===== config.mk =====
export PLATFORM = sky130hd
export DESIGN_NAME = hv_cmd_fetch
export DESIGN_NICKNAME = d
export VERILOG_FILES = /design/src/rtl/hv_cmd_pkg.sv /design/src/rtl/hv_tbm_alloc.sv /design/src/rtl/hv_cmd_fetch.sv
export SDC_FILE = /design/constraint.sdc
export NUM_CORES = 1
export LEC_CHECK = 0
export ABC_CLOCK_PERIOD_IN_PS = 2100
export CAP_MARGIN = 20
export CORE_ASPECT_RATIO = 1.1
export CORE_MARGIN = 2
export CORE_UTILIZATION = 25
export CTS_BUF_LIST = sky130_fd_sc_hd__clkbuf_16
export DETAILED_ROUTE_END_ITERATION = 8
export GPL_ROUTABILITY_DRIVEN = 0
export PLACE_DENSITY_LB_ADDON = 0.2
export SYNTH_ARGS = -nofsm -noshare
export SYNTH_HDL_FRONTEND = slang
export SYNTH_SLANG_ARGS = --single-unit

===== constraint.sdc =====
create_clock -name clk -period 2.1 [get_ports clk]
set_input_delay 0.315 -clock clk [delete_from_list [all_inputs] [get_ports clk]]
set_output_delay 0.315 -clock clk [all_outputs]
set_load 0.02 [all_outputs]

===== src/rtl/hv_cmd_pkg.sv =====
// Shared definitions for the hypervisor command path: status codes, opcodes,
// CDB field offsets and the fetch FSM encoding.
package hv_cmd_pkg;

  localparam int unsigned CDB_W          = 256;
  localparam int unsigned CDB_OP_LSB     = 0;
  localparam int unsigned CDB_TAG_LSB    = 8;
  localparam int unsigned CDB_QIDX_LSB   = 16;
  localparam int unsigned CDB_STATUS_LSB = 24;
  localparam int unsigned CDB_TBM_LSB    = 160;

  typedef enum logic [7:0] {
    CS_NONE        = 8'd0,
    CS_CKS_ERROR   = 8'd1,
    CS_FETCHED     = 8'd2,
    CS_QUEUED      = 8'd3,
    CS_H2M         = 8'd4,
    CS_Q2S         = 8'd5,
    CS_S2Q         = 8'd6,
    CS_M2H         = 8'd7,
    CS_COMPLETE    = 8'd8,
    CS_ABORTED     = 8'd9,
    CS_TIMEOUT     = 8'd10,
    CS_NO_RESOURCE = 8'd11,
    CS_INVALID     = 8'd12
  } cmd_status_e;

  typedef enum logic [7:0] {
    OP_WRITE = 8'h01,
    OP_READ  = 8'h02
  } cmd_opcode_e;

  typedef enum logic [2:0] {
    ST_IDLE,
    ST_REQ,
    ST_CAP,
    ST_DECODE,
    ST_ALLOC,
    ST_UPDATE,
    ST_ISSUE
  } fetch_state_e;

  function automatic logic op_supported(input logic [7:0] op);
    return (op == OP_WRITE) || (op == OP_READ);
  endfunction

endpackage


===== src/rtl/hv_tbm_alloc.sv =====
// TBM slot bitmap with a lowest-index-first priority encoder.
// A free and a grant of the same slot in one cycle leave the slot busy.
module hv_tbm_alloc
  import hv_cmd_pkg::*;
#(
  parameter int unsigned SLOTS  = 16,
  parameter int unsigned SLOT_W = (SLOTS > 1) ? $clog2(SLOTS) : 1
) (
  input  logic              clk,
  input  logic              reset,
  input  logic              alloc_req,
  output logic              alloc_gnt,
  output logic [SLOT_W-1:0] alloc_slot,
  input  logic              free_ie,
  input  logic [3:0]        free_slot,
  output logic              all_busy
);

  logic [SLOTS-1:0] busy_q;
  logic [SLOTS-1:0] busy_d;

  assign all_busy  = &busy_q;
  assign alloc_gnt = alloc_req & ~all_busy;

  // Scan from the top so the lowest free index is the last one written.
  always_comb begin
    alloc_slot = '0;
    for (int i = int'(SLOTS) - 1; i >= 0; i--) begin
      if (!busy_q[i]) alloc_slot = SLOT_W'(i);
    end
  end

  for (genvar gi = 0; gi < int'(SLOTS); gi++) begin : g_slot
    logic free_hit;
    logic gnt_hit;
    assign free_hit   = free_ie && (int'(free_slot) == gi);
    assign gnt_hit    = alloc_gnt && (int'(alloc_slot) == gi);
    assign busy_d[gi] = (busy_q[gi] & ~free_hit) | gnt_hit;
  end

  always_ff @(posedge clk or negedge reset) begin
    if (!reset) busy_q <= '0;
    else        busy_q <= busy_d;
  end

endmodule


===== src/rtl/hv_cmd_fetch.sv =====
// Command fetch: pulls a CDB from the command queue in beats, validates it,
// binds a TBM slot, writes status/address back and hands the CDB to the engine.
module hv_cmd_fetch
  import hv_cmd_pkg::*;
#(
  parameter int unsigned CMD_IO_WIDTH   = 64,
  parameter int unsigned TBM_SLOTS      = 16,
  parameter logic [31:0] TBM_BASE       = 32'h0000_0000,
  parameter int unsigned TBM_SLOT_BYTES = 4096,
  parameter int unsigned BEAT_TIMEOUT   = 16
) (
  input  logic                    clk,
  input  logic                    reset,
  input  logic                    cq_cout_ready,
  output logic                    cmd_request,
  input  logic                    cmd_oe,
  input  logic [CMD_IO_WIDTH-1:0] cmd_out,
  output logic [7:0]              op_index,
  output logic [7:0]              cmd_op_status,
  output logic                    tbm_ie,
  output logic [7:0]              tbm_index,
  output logic [31:0]             tbm_address,
  input  logic                    tbm_free_ie,
  input  logic [3:0]              tbm_free_slot,
  output logic                    disp_valid,
  input  logic                    disp_ready,
  output logic [CDB_W-1:0]        disp_cdb,
  output logic                    err_oe,
  output logic [7:0]              err_tag,
  output logic                    fetch_timeout
);

  localparam int unsigned BEATS  = CDB_W / CMD_IO_WIDTH;
  localparam int unsigned BEAT_W = (BEATS > 1) ? $clog2(BEATS) : 1;
  localparam int unsigned GAP_W  = $clog2(BEAT_TIMEOUT + 1);
  localparam int unsigned SLOT_W = (TBM_SLOTS > 1) ? $clog2(TBM_SLOTS) : 1;

  fetch_state_e      state_q, state_d;
  logic [BEAT_W-1:0] beat_q, beat_d;
  logic [GAP_W-1:0]  gap_q, gap_d;
  logic [CDB_W-1:0]  cdb_q, cdb_d;
  logic [SLOT_W-1:0] slot_q, slot_d;

  logic              alloc_req;
  logic              alloc_gnt;
  logic [SLOT_W-1:0] alloc_slot;
  logic              all_busy;

  logic [7:0]  cdb_status;
  logic [7:0]  cdb_qidx;
  logic [7:0]  cdb_tag;
  logic [7:0]  cdb_op;
  logic [31:0] slot_addr;

  assign cdb_status = cdb_q[CDB_STATUS_LSB +: 8];
  assign cdb_qidx   = cdb_q[CDB_QIDX_LSB +: 8];
  assign cdb_tag    = cdb_q[CDB_TAG_LSB +: 8];
  assign cdb_op     = cdb_q[CDB_OP_LSB +: 8];
  // Natural 32-bit wrap gives the required truncation.
  assign slot_addr  = TBM_BASE + (32'(slot_q) * 32'(TBM_SLOT_BYTES));
  assign disp_cdb   = cdb_q;

  hv_tbm_alloc #(
    .SLOTS  (TBM_SLOTS),
    .SLOT_W (SLOT_W)
  ) u_alloc (
    .clk        (clk),
    .reset      (reset),
    .alloc_req  (alloc_req),
    .alloc_gnt  (alloc_gnt),
    .alloc_slot (alloc_slot),
    .free_ie    (tbm_free_ie),
    .free_slot  (tbm_free_slot),
    .all_busy   (all_busy)
  );

  always_comb begin
    state_d       = state_q;
    beat_d        = beat_q;
    gap_d         = gap_q;
    cdb_d         = cdb_q;
    slot_d        = slot_q;
    cmd_request   = 1'b0;
    op_index      = 8'd0;
    cmd_op_status = 8'd0;
    tbm_ie        = 1'b0;
    tbm_index     = 8'd0;
    tbm_address   = 32'd0;
    disp_valid    = 1'b0;
    err_oe        = 1'b0;
    err_tag       = 8'd0;
    fetch_timeout = 1'b0;
    alloc_req     = 1'b0;

    case (state_q)
      ST_IDLE: begin
        if (cq_cout_ready) state_d = ST_REQ;
      end
      ST_REQ: begin
        cmd_request = 1'b1;
        beat_d      = '0;
        gap_d       = '0;
        state_d     = ST_CAP;
      end
      ST_CAP: begin
        // The gap counter only advances on empty cycles, so it measures
        // silence since the most recent beat (or since entering CAP).
        if (gap_q == GAP_W'(BEAT_TIMEOUT)) begin
          fetch_timeout = 1'b1;
          cdb_d         = '0;
          beat_d        = '0;
          gap_d         = '0;
          state_d       = ST_IDLE;
        end else if (cmd_oe) begin
          for (int b = 0; b < int'(BEATS); b++) begin
            if (beat_q == BEAT_W'(b)) cdb_d[b*CMD_IO_WIDTH +: CMD_IO_WIDTH] = cmd_out;
          end
          gap_d = '0;
          if (beat_q == BEAT_W'(BEATS - 1)) begin
            beat_d  = '0;
            state_d = ST_DECODE;
          end else begin
            beat_d = beat_q + 1'b1;
          end
        end else begin
          gap_d = gap_q + 1'b1;
        end
      end
      ST_DECODE: begin
        if ((cdb_status == CS_CKS_ERROR) || !op_supported(cdb_op)) begin
          err_oe  = 1'b1;
          err_tag = cdb_tag;
          state_d = ST_IDLE;
        end else begin
          state_d = ST_ALLOC;
        end
      end
      ST_ALLOC: begin
        alloc_req = 1'b1;
        if (alloc_gnt) begin
          slot_d  = alloc_slot;
          state_d = ST_UPDATE;
        end
      end
      ST_UPDATE: begin
        tbm_ie        = 1'b1;
        tbm_index     = cdb_qidx;
        op_index      = cdb_qidx;
        tbm_address   = slot_addr;
        cmd_op_status = (cdb_op == OP_WRITE) ? CS_H2M : CS_Q2S;
        cdb_d[CDB_TBM_LSB +: 32] = slot_addr;
        state_d       = ST_ISSUE;
      end
      ST_ISSUE: begin
        disp_valid = 1'b1;
        if (disp_ready) state_d = ST_IDLE;
      end
      default: state_d = ST_IDLE;
    endcase
  end

  always_ff @(posedge clk or negedge reset) begin
    if (!reset) begin
      state_q <= ST_IDLE;
      beat_q  <= '0;
      gap_q   <= '0;
      cdb_q   <= '0;
      slot_q  <= '0;
    end else begin
      state_q <= state_d;
      beat_q  <= beat_d;
      gap_q   <= gap_d;
      cdb_q   <= cdb_d;
      slot_q  <= slot_d;
    end
  end

endmodule


# Word level (Yosys, flattened, before mapping)
# Cells that the tools add are included.
[word_totals] output_inout_bits=325 regBits=286 elab_cells=218 in_bits=74
[op_classes] bitwise_logic=50 muxes=52 n_addsub=2 reduce_logical=55 eq_ne=49
[op_table] op="256-bit two-way mux" n=2
[op_table] op="64-bit two-way mux" n=4
[op_table] op="4-bit equality test (second input constant)" n=16
[op_table] op="4-bit two-way mux" n=16
[op_table] op="32-bit case mux with 2 select lines" n=1
[op_table] op="4-bit by 3-bit equality test with 1-bit output (second input constant)" n=8
[op_table] op="1-bit logical AND" n=32
[op_table] op="3-bit two-way mux" n=8
[op_table] op="8-bit two-way mux" n=3
[op_table] op="3-bit case mux with 7 select lines" n=1
[op_table] op="1-bit AND" n=17
[op_table] op="1-bit inverter" n=17
[op_table] op="4-bit by 2-bit equality test with 1-bit output (second input constant)" n=4
[op_table] op="8-bit by 1-bit equality test with 1-bit output (second input constant)" n=2
[op_table] op="16-bit two-way mux" n=1
[op_table] op="1-bit OR" n=16
[op_table] op="16-bit AND reduction" n=1
[op_table] op="3-bit AND reduction" n=5
[op_table] op="2-bit nonzero test" n=7
[op_table] op="5-bit two-way mux" n=2
[op_table] op="5-bit case mux with 2 select lines" n=1
[op_table] op="3-bit equality test (second input constant)" n=3
[op_table] op="1-bit two-way mux" n=9
[op_table] op="3-bit inequality test (second input constant)" n=3
[op_table] op="20 further kinds" n=29

# Logic depth before layout (Yosys ltp)
# Gate-level depths: netlist of the first run.
[logic_depth] word_depth=19 mapped_depth=11 ltp_nobuf=7

# By module
# A second synthesis of the first run with hierarchy kept.
[unflattened] hier_cells=1200 hier_area_um2=11758.8
[by_module_without_submodules] mod="hv_cmd_fetch" cells_per_inst=1092 seq_area_each_um2=6756.5 area_each_um2=10831.6 instances=1
[by_module_without_submodules] mod="hv_tbm_alloc" cells_per_inst=108 seq_area_each_um2=400.4 area_each_um2=927.1 instances=1

# Worst setup path before layout of the first run
# Ideal clock, no wire load.
[synth_timing] path_kind="reg-to-output" start="register cdb_q[25], in the netlist disp_cdb[25]" end="output port err_tag[0]" setup_slack_ns=-0.189 path_stages_with_launch=5 required_ns=1.785 arrival_ns=1.974 path_buffers=0 cell_sequence="dfrtp_1 > nor4b_1 > a211oi_1 > nor3_1 > and2_1"
[synth_via] elab_chain_cells=4
[synth_rtl] element="from (decl)" line="hv_cmd_fetch.sv:41" source="logic [CDB_W-1:0] cdb_q, cdb_d;"
[synth_rtl] element="from (signal assigned)" line="hv_cmd_fetch.sv:167" source="cdb_q <= '0;"
[synth_rtl] element="from (signal assigned)" line="hv_cmd_fetch.sv:173" source="cdb_q <= cdb_d;"
[synth_rtl] element="8-bit by 1-bit equality test with 1-bit output" line="hv_cmd_fetch.sv:130" source="if ((cdb_status == CS_CKS_ERROR) || !op_supported(cdb_op)) begin"
[synth_rtl] element="1-bit logical OR" line="hv_cmd_fetch.sv:130"
[synth_rtl] element="8-bit two-way mux" line="hv_cmd_fetch.sv:130"
[synth_rtl] element="8-bit two-way mux" line="hv_cmd_fetch.sv:95" source="case (state_q)"
[synth_rtl] element="to (decl)" line="hv_cmd_fetch.sv:29" source="output logic [7:0] err_tag,"
# Every way passes these cells.

# Worst setup path after layout of the first run
# Ends and elaborated chain as after synthesis.

==> results of run 1 <==
[metrics by stage]
stage	total power [W]	TNS [ns]	utilization	hold slack, ns	instances
floorplan	0.01394	0	-	0.01941	1238
global placement	0.02008	-8.228	0.3547	0.2866	2141
detailed placement	0.02021	-8.190	0.3547	0.2842	2141
CTS	0.02607	-4.345	0.3800	0.2897	2210
global route	0.02731	-4.675	0.3807	0.3156	2210
finish	0.02571	-3.545	0.3807	0.3086	2210
[critical path, delay by kind of cell, from the launching register on]
kind | cells | cell delay, ns
flip-flops | 1 | 0.40
AND/OR/NAND/NOR | 3 | 0.61
AO/OA/AOI/OAI | 1 | 0.05
buffers and inverters | 4 | 0.58
[final timing paths]
path | from | endpoint | slack (ns) | cells after the start
max | disp_cdb[25] | err_tag[0] | -0.38 | 8
min | reset | disp_cdb[180] | 0.31 | 2
min reg2reg | slot_q[1] | slot_q[1] | 0.48 | 2
min in group clk | cmd_out[16] | disp_cdb[144] | 0.41 | 3
max in group asynchronous | reset | disp_cdb[151] | 0.98 | 3
max reg2reg | state_q[1] | u_alloc.busy_q[13] | 0.14 | 7
[cells by family (layout without fill, tap and decap cells)]
logic type / after synthesis / after routing
adder cells (fa/ha/maj): 6 / 6
AND/OR/NAND/NOR: 453 / 453
AO/OA/AOI/OAI: 332 / 332
other: 1 / 34
buffers and inverters: 124 / 508
flip-flops: 286 / 286
multiplexers: 1 / 1
XOR/XNOR: 2 / 2
[state kept, by name (all words and copies together) (netlist names)]
| signal | count |
|---|---|
| disp_cdb | 256 |
| beat_q | 2 |
| gap_q | 5 |
| state_q | 3 |
| slot_q | 4 |
| u_alloc.busy_q | 16 |
[cell usage after synthesis, types with 2 or more instances]
library cell / n
a21oi_1: 38
a221oi_1: 2
a31oi_1: 3
and2_1: 21
buf_2: 24
buf_4: 47
clkbuf_1: 40
dfrtp_1: 286
ha_1: 6
inv_1: 10
nand2_1: 320
nand2b_1: 5
nand2b_4: 2
nand3_1: 5
nand3b_1: 3
nand4_1: 4
nor2_1: 70
nor2b_1: 3
nor3_1: 3
nor4_1: 2
o21a_1: 2
o21ai_0: 261
o21ai_1: 7
o21bai_1: 4
o31ai_1: 4
or2_2: 2
or3_1: 2
[layer usage]
layer / vias up / GRT usage / share of wire
met2: 254 / 0.2640 / 0.48
li1: 4712 / - / -
met1: 4653 / 0.2029 / 0.44
met5: - / 0 / 0
met3: 47 / 0.04411 / 0.062
met4: 0 / 0.04554 / 0.022
[where the power goes]
group	total (W)	internal, W	switching, W
Clock	0.00548	0.00314	0.00234
Sequential	0.00903	0.00764	0.00140
Combinational	0.0112	0.00515	0.00604
[placed cells by master (no fill, tap or decap), types with 3 or more instances in the layout]
master | netlist | routed
clkdlybuf4s50_1 | 0 | 326
nand2_1 | 320 | 316
dfrtp_1 | 286 | 286
o21ai_0 | 261 | 260
nor2_1 | 70 | 67
buf_4 | 47 | 67
a21oi_1 | 38 | 38
clkbuf_16 | 0 | 35
conb_1 | 1 | 34
buf_6 | 1 | 21
inv_1 | 10 | 16
and2_4 | 0 | 16
buf_12 | 0 | 14
o21ai_1 | 7 | 7
clkinv_2 | 0 | 7
clkinv_1 | 0 | 6
and2_1 | 21 | 5
nand3_1 | 5 | 5
ha_1 | 6 | 5
nand4_1 | 4 | 4
nand2b_1 | 5 | 4
o31ai_1 | 4 | 4
o21bai_1 | 4 | 4
buf_2 | 24 | 4
nand2b_4 | 2 | 3
nor2b_1 | 3 | 3
nor2_2 | 1 | 3
nand3b_1 | 3 | 3
nand2_4 | 0 | 3
a31oi_1 | 3 | 3
[area by class of cell]
cell class | instances | area (sq um)
Clock buffer | 35 | 875.8
Clock inverter | 24 | 140.1
Fill cell | 4615 | 28270
Inverter | 10 | 40.04
Multi-Input combinational cell | 828 | 4059
Sequential cell | 286 | 7157
Tap cell | 588 | 735.7
Timing Repair Buffer | 439 | 4375
[repair_timing]
| action | 4_1_cts | 5_1_grt |
|---|---|---|
| hold endpoints to repair | 44 | 0 |
| setup buffers | 10 | 2 |
| gates resized for setup | 206 | 17 |
| pin swaps | 7 | 5 |
| hold buffers | 1 | 0 |
| setup endpoints to repair | 35 | 52 |
==> metrics.csv, run 1 <==
metric,value,unit
status,"finished, violations left",
violations,negative setup slack,
grt_max_degree,77,
cts_tree,built,
hold_viol,0,
drtAntennaViolNets,0,
dr.pass1.iters,5,
placedInstanceArea,16200,sq um
syn_area,11600,sq um
ys_warn_count,0,
cp-end-kind,primary output,
period_needed,2.482,ns
synth_cells,1205,
clk_path_buf_depth,3,
die_area,48160,sq um
layout_worst_path_cycle_share,1.182,
fin_ws,-0.3820,ns
grt_pass1_wl,59280,um
finalInstanceArea,17380,sq um
slowest_delay,0.40,ns
ys_types,56,
grt-ovfl-total,0,
h-tree-depth,2,
final_max_slew_viol_count,0,
drc_errors,0,
grt_pass1_vias,9656,
path_class,reg2out,
track_usage,0.1592,
pre_cts_slack,-0.9097,ns
clk_pin_slew,0.06,ns
synth.area.mux_share,0.0009704,
ir_drop,0.6942,mV
fin_skew,0.01689,ns
rsz0062_at_grt,true,
synth_top_family_by_area,simple AND/OR/NAND/NOR gates,
cts_root_buf,clkbuf_16,
io_buffers,364,
crit_fanout,4,
path_cells,nor4b_4 > buf_4 > a211oi_2 > buf_4 > nor3_4 > buf_6 > and2_4 > buf_6,
antenna_found_initial,1,
areaGrowthSynthToFinish,49.79,%
wl,38540,um
diodes,0,
ios,399,
synth_compound_area_frac,0.1509,
vias_per_cell,4.374,
cp.required,1.78,ns
synth_edf_count,0,
clock_latency,0.53,ns
drive_above_1_share,0.1252,
critPathLaunchType,register,
num-nets-final,1679,
ys_ff_latch,286,
cts-buffers-inserted,34,
synth_area_leaders,"dfrtp_1 (62%), o21ai_0 (11%), nand2_1 (10%), buf_4 (3.0%), nor2_1 (2.3%)",
first_iter_violations,497,
fmax,402.9,MHz
via_count,9666,
drv_cap,0,
place_hpwl,27880,um
cpMaxStageDelayCell,dfrtp_1,
die_x,209.4,um
synth-simple-area-share,0.1644,
synth_flop_cell,dfrtp_1,
powerDensity,1479,nW/um^2
die_h,230.0,um
yosys.area.top_type,dfrtp_1,
initial_core_util,0.2542,
numClockSinks,286,
avgSynthCellArea,9.631,sq um
core,45660,sq um
hp-class,in2async,
fp-row-count,82,
wire_per_inst,17.44,um
async_flop_share,1.000,
synth_xor_area_frac,0.001509,
worstPathArrival,2.17,ns
synth_fa_ha_area_frac,0.006469,
seq_area_frac_synth,0.6167,
setup_viol,10,
leakagePower,7.996,nW
yosysTopAreaCellShare,0.6167,
Power figures use the tool's default switching activity.
==> inputs of run 2 (changes only) <==
--- a/config.mk
+++ b/config.mk
@@ -11,6 +11,7 @@
 export CORE_MARGIN = 2
 export CORE_UTILIZATION = 25
 export CTS_BUF_LIST = sky130_fd_sc_hd__clkbuf_16
+export CTS_CLUSTER_SIZE = 40
 export DETAILED_ROUTE_END_ITERATION = 8
 export GPL_ROUTABILITY_DRIVEN = 0
 export PLACE_DENSITY_LB_ADDON = 0.2
==> constraint.sdc (replaced) <==
create_clock -name clk -period 2.1 [get_ports clk]
set_input_delay 0.63 -clock clk [delete_from_list [all_inputs] [get_ports clk]]
set_output_delay 0.63 -clock clk [all_outputs]
set_load 0.02 [all_outputs]
==> run 2 against run 1 <==
Compared with the run above:
- the run still ends with negative setup slack left
- critical endpoint is now err_tag[2]
- final cell count increased by 1.6%
- routed wire length increased by 2.6%
- count of clock-buffer cells in the layout increased by 2
- power decreased by 3.8%
- die area unchanged
==> metrics.csv, run 2 (synthesized netlist as in run 1, its figures left out) <==
metric,value,unit
leakagePower,9.199,nW
period_needed,2.861,ns
track_usage,0.1642,
layout_worst_path_cycle_share,1.362,
r2r-end,u_alloc.busy_q[13],
fmax,349.6,MHz
ctsHoldBuffers,0,
io_buffers,364,
maxSlewHeadroom,0.5858,
areaGrowthSynthToFinish,51.96,%
ir_drop,0.4920,mV
cp.required,1.47,ns
vias_per_cell,4.357,
die_h,230.0,um
grt_pass1_wl,61000,um
drv_cap,0,
path_class,reg2out,
clk_pin_slew,0.06,ns
rr_startpoint,state_q[0],
core,45660,sq um
fp-row-count,82,
place_hpwl,28620,um
numClockSinks,286,
first_iter_violations,363,
pre_cts_slack,-0.7375,ns
fin_skew,0.008994,ns
drive_above_1_share,0.1514,
rsz0062_at_grt,true,
die_area,48160,sq um
largest_reg_flops,256,
fin_tns_setup,-14.08,ns
drc_errors,0,
wl,39530,um
cts_tree,built,
crit_start,disp_cdb[25],
crit_fanout,6,
diodes,0,
wire_per_inst,17.60,um
grt_max_degree,58,
critPathLaunchType,register,
r2r_cells,8,
dr.pass1.iters,5,
cts-buffers-inserted,35,
r2r_slack,0.10,ns
initial_core_util,0.2542,
fin_ws,-0.7608,ns
status,"finished, violations left",
final_max_slew_viol_count,0,
hold_viol,0,
ios,399,
num-nets-final,1715,
final_common_cell,nand2_1,
worstPathArrival,2.23,ns
die_x,209.4,um
placedInstanceArea,16430,sq um
hp-class,in2async,
clock_latency,0.53,ns
powerDensity,1403,nW/um^2
setup_viol,34,
via_count,9785,
clk_path_buf_depth,3,
worst_pin_slew,0.6149,ns
cp-end-kind,primary output,
whs,0.04354,ns
violations,negative setup slack,
grt_pass1_vias,9835,
layout_common_cells,"nand2_1 (314), dfrtp_1 (284), o21ai_0 (260), dlygate4sd2_1 (254), clkdlybuf4s50_1 (72)",
drtAntennaViolNets,0,
antenna_found_initial,0,
finalInstanceArea,17630,sq um
h-tree-depth,2,
cts_root_buf,clkbuf_16,
grt-ovfl-total,0,
-- run 2: changes by cell type in the layout (fill, tap and decap cells not counted), sizes merged, moves of 2 or more --
| cell | delta |
|---|---|
| buf | +40 |
| clkbuf | +2 |
| clkdlybuf4s50 | -254 |
| dlygate4sd2 | +252 |
| dlymetal6s2s | -2 |
-- run 2: timing repair --
action	in CTS	in global routing
buffers inserted	21	12
cloned	1	0
resized for setup	496	16
setup endpoints to repair	291	35
pin swaps	10	5
-- run 2: cell type report --
type / instances / area [sq um]
multi-input combinational: 828 / 4096
timing repair buffer: 474 / 4558
clock inverter: 23 / 118.9
tap: 588 / 735.7
inverter: 10 / 40.04
sequential: 286 / 7159
fill: 4721 / 28020
clock buffer: 37 / 925.9
-- run 2: stage by stage --
stage / instances / power, W / util
6_report: 2246 / 0.02474 / 0.3862
5_1_grt: 2246 / 0.02635 / 0.3862
4_1_cts: 2236 / 0.02501 / 0.3838
3_5_place_dp: 2155 / 0.02028 / 0.3599
3_3_place_gp: 2155 / 0.02014 / 0.3599
2_1_floorplan: 1238 / 0.01401 / -
-- run 2: how the worst max path moves through the flow --
stage	endpoint	slack, ns	cells past startpoint
after CTS	err_tag[2]	-0.85	9
after global placement	err_tag[0]	-0.69	9
final	err_tag[2]	-0.76	7
after global routing	err_tag[5]	-0.89	9
after floorplan	err_tag[3]	-0.03	4
after detailed placement	err_tag[2]	-0.74	9
-- run 2: power breakdown --
part | internal (W) | switching [W] | leakage, nW
clock network | 0.00327 | 0.00231 | 0.546
logic | 0.00407 | 0.00618 | 4.87
registers | 0.00764 | 0.00128 | 3.79
total | 0.0150 | 0.00976 | 9.20
-- run 2: layer usage --
metal	GRT usage	up-vias	part of all wire
met5	0	-	0
met4	0.05781	0	0.033
li1	-	4795	-
met2	0.2716	260	0.48
met3	0.04097	63	0.058
met1	0.2087	4667	0.43
-- run 2: worst max-delay path: stages (launching register included) --
cell and delay (ns):
dfrtp_2 0.40, nor4b_2 0.39, a211oi_2 0.13, buf_4 0.17
nor3_4 0.20, buf_6 0.16, and2_4 0.15, buf_6 0.11
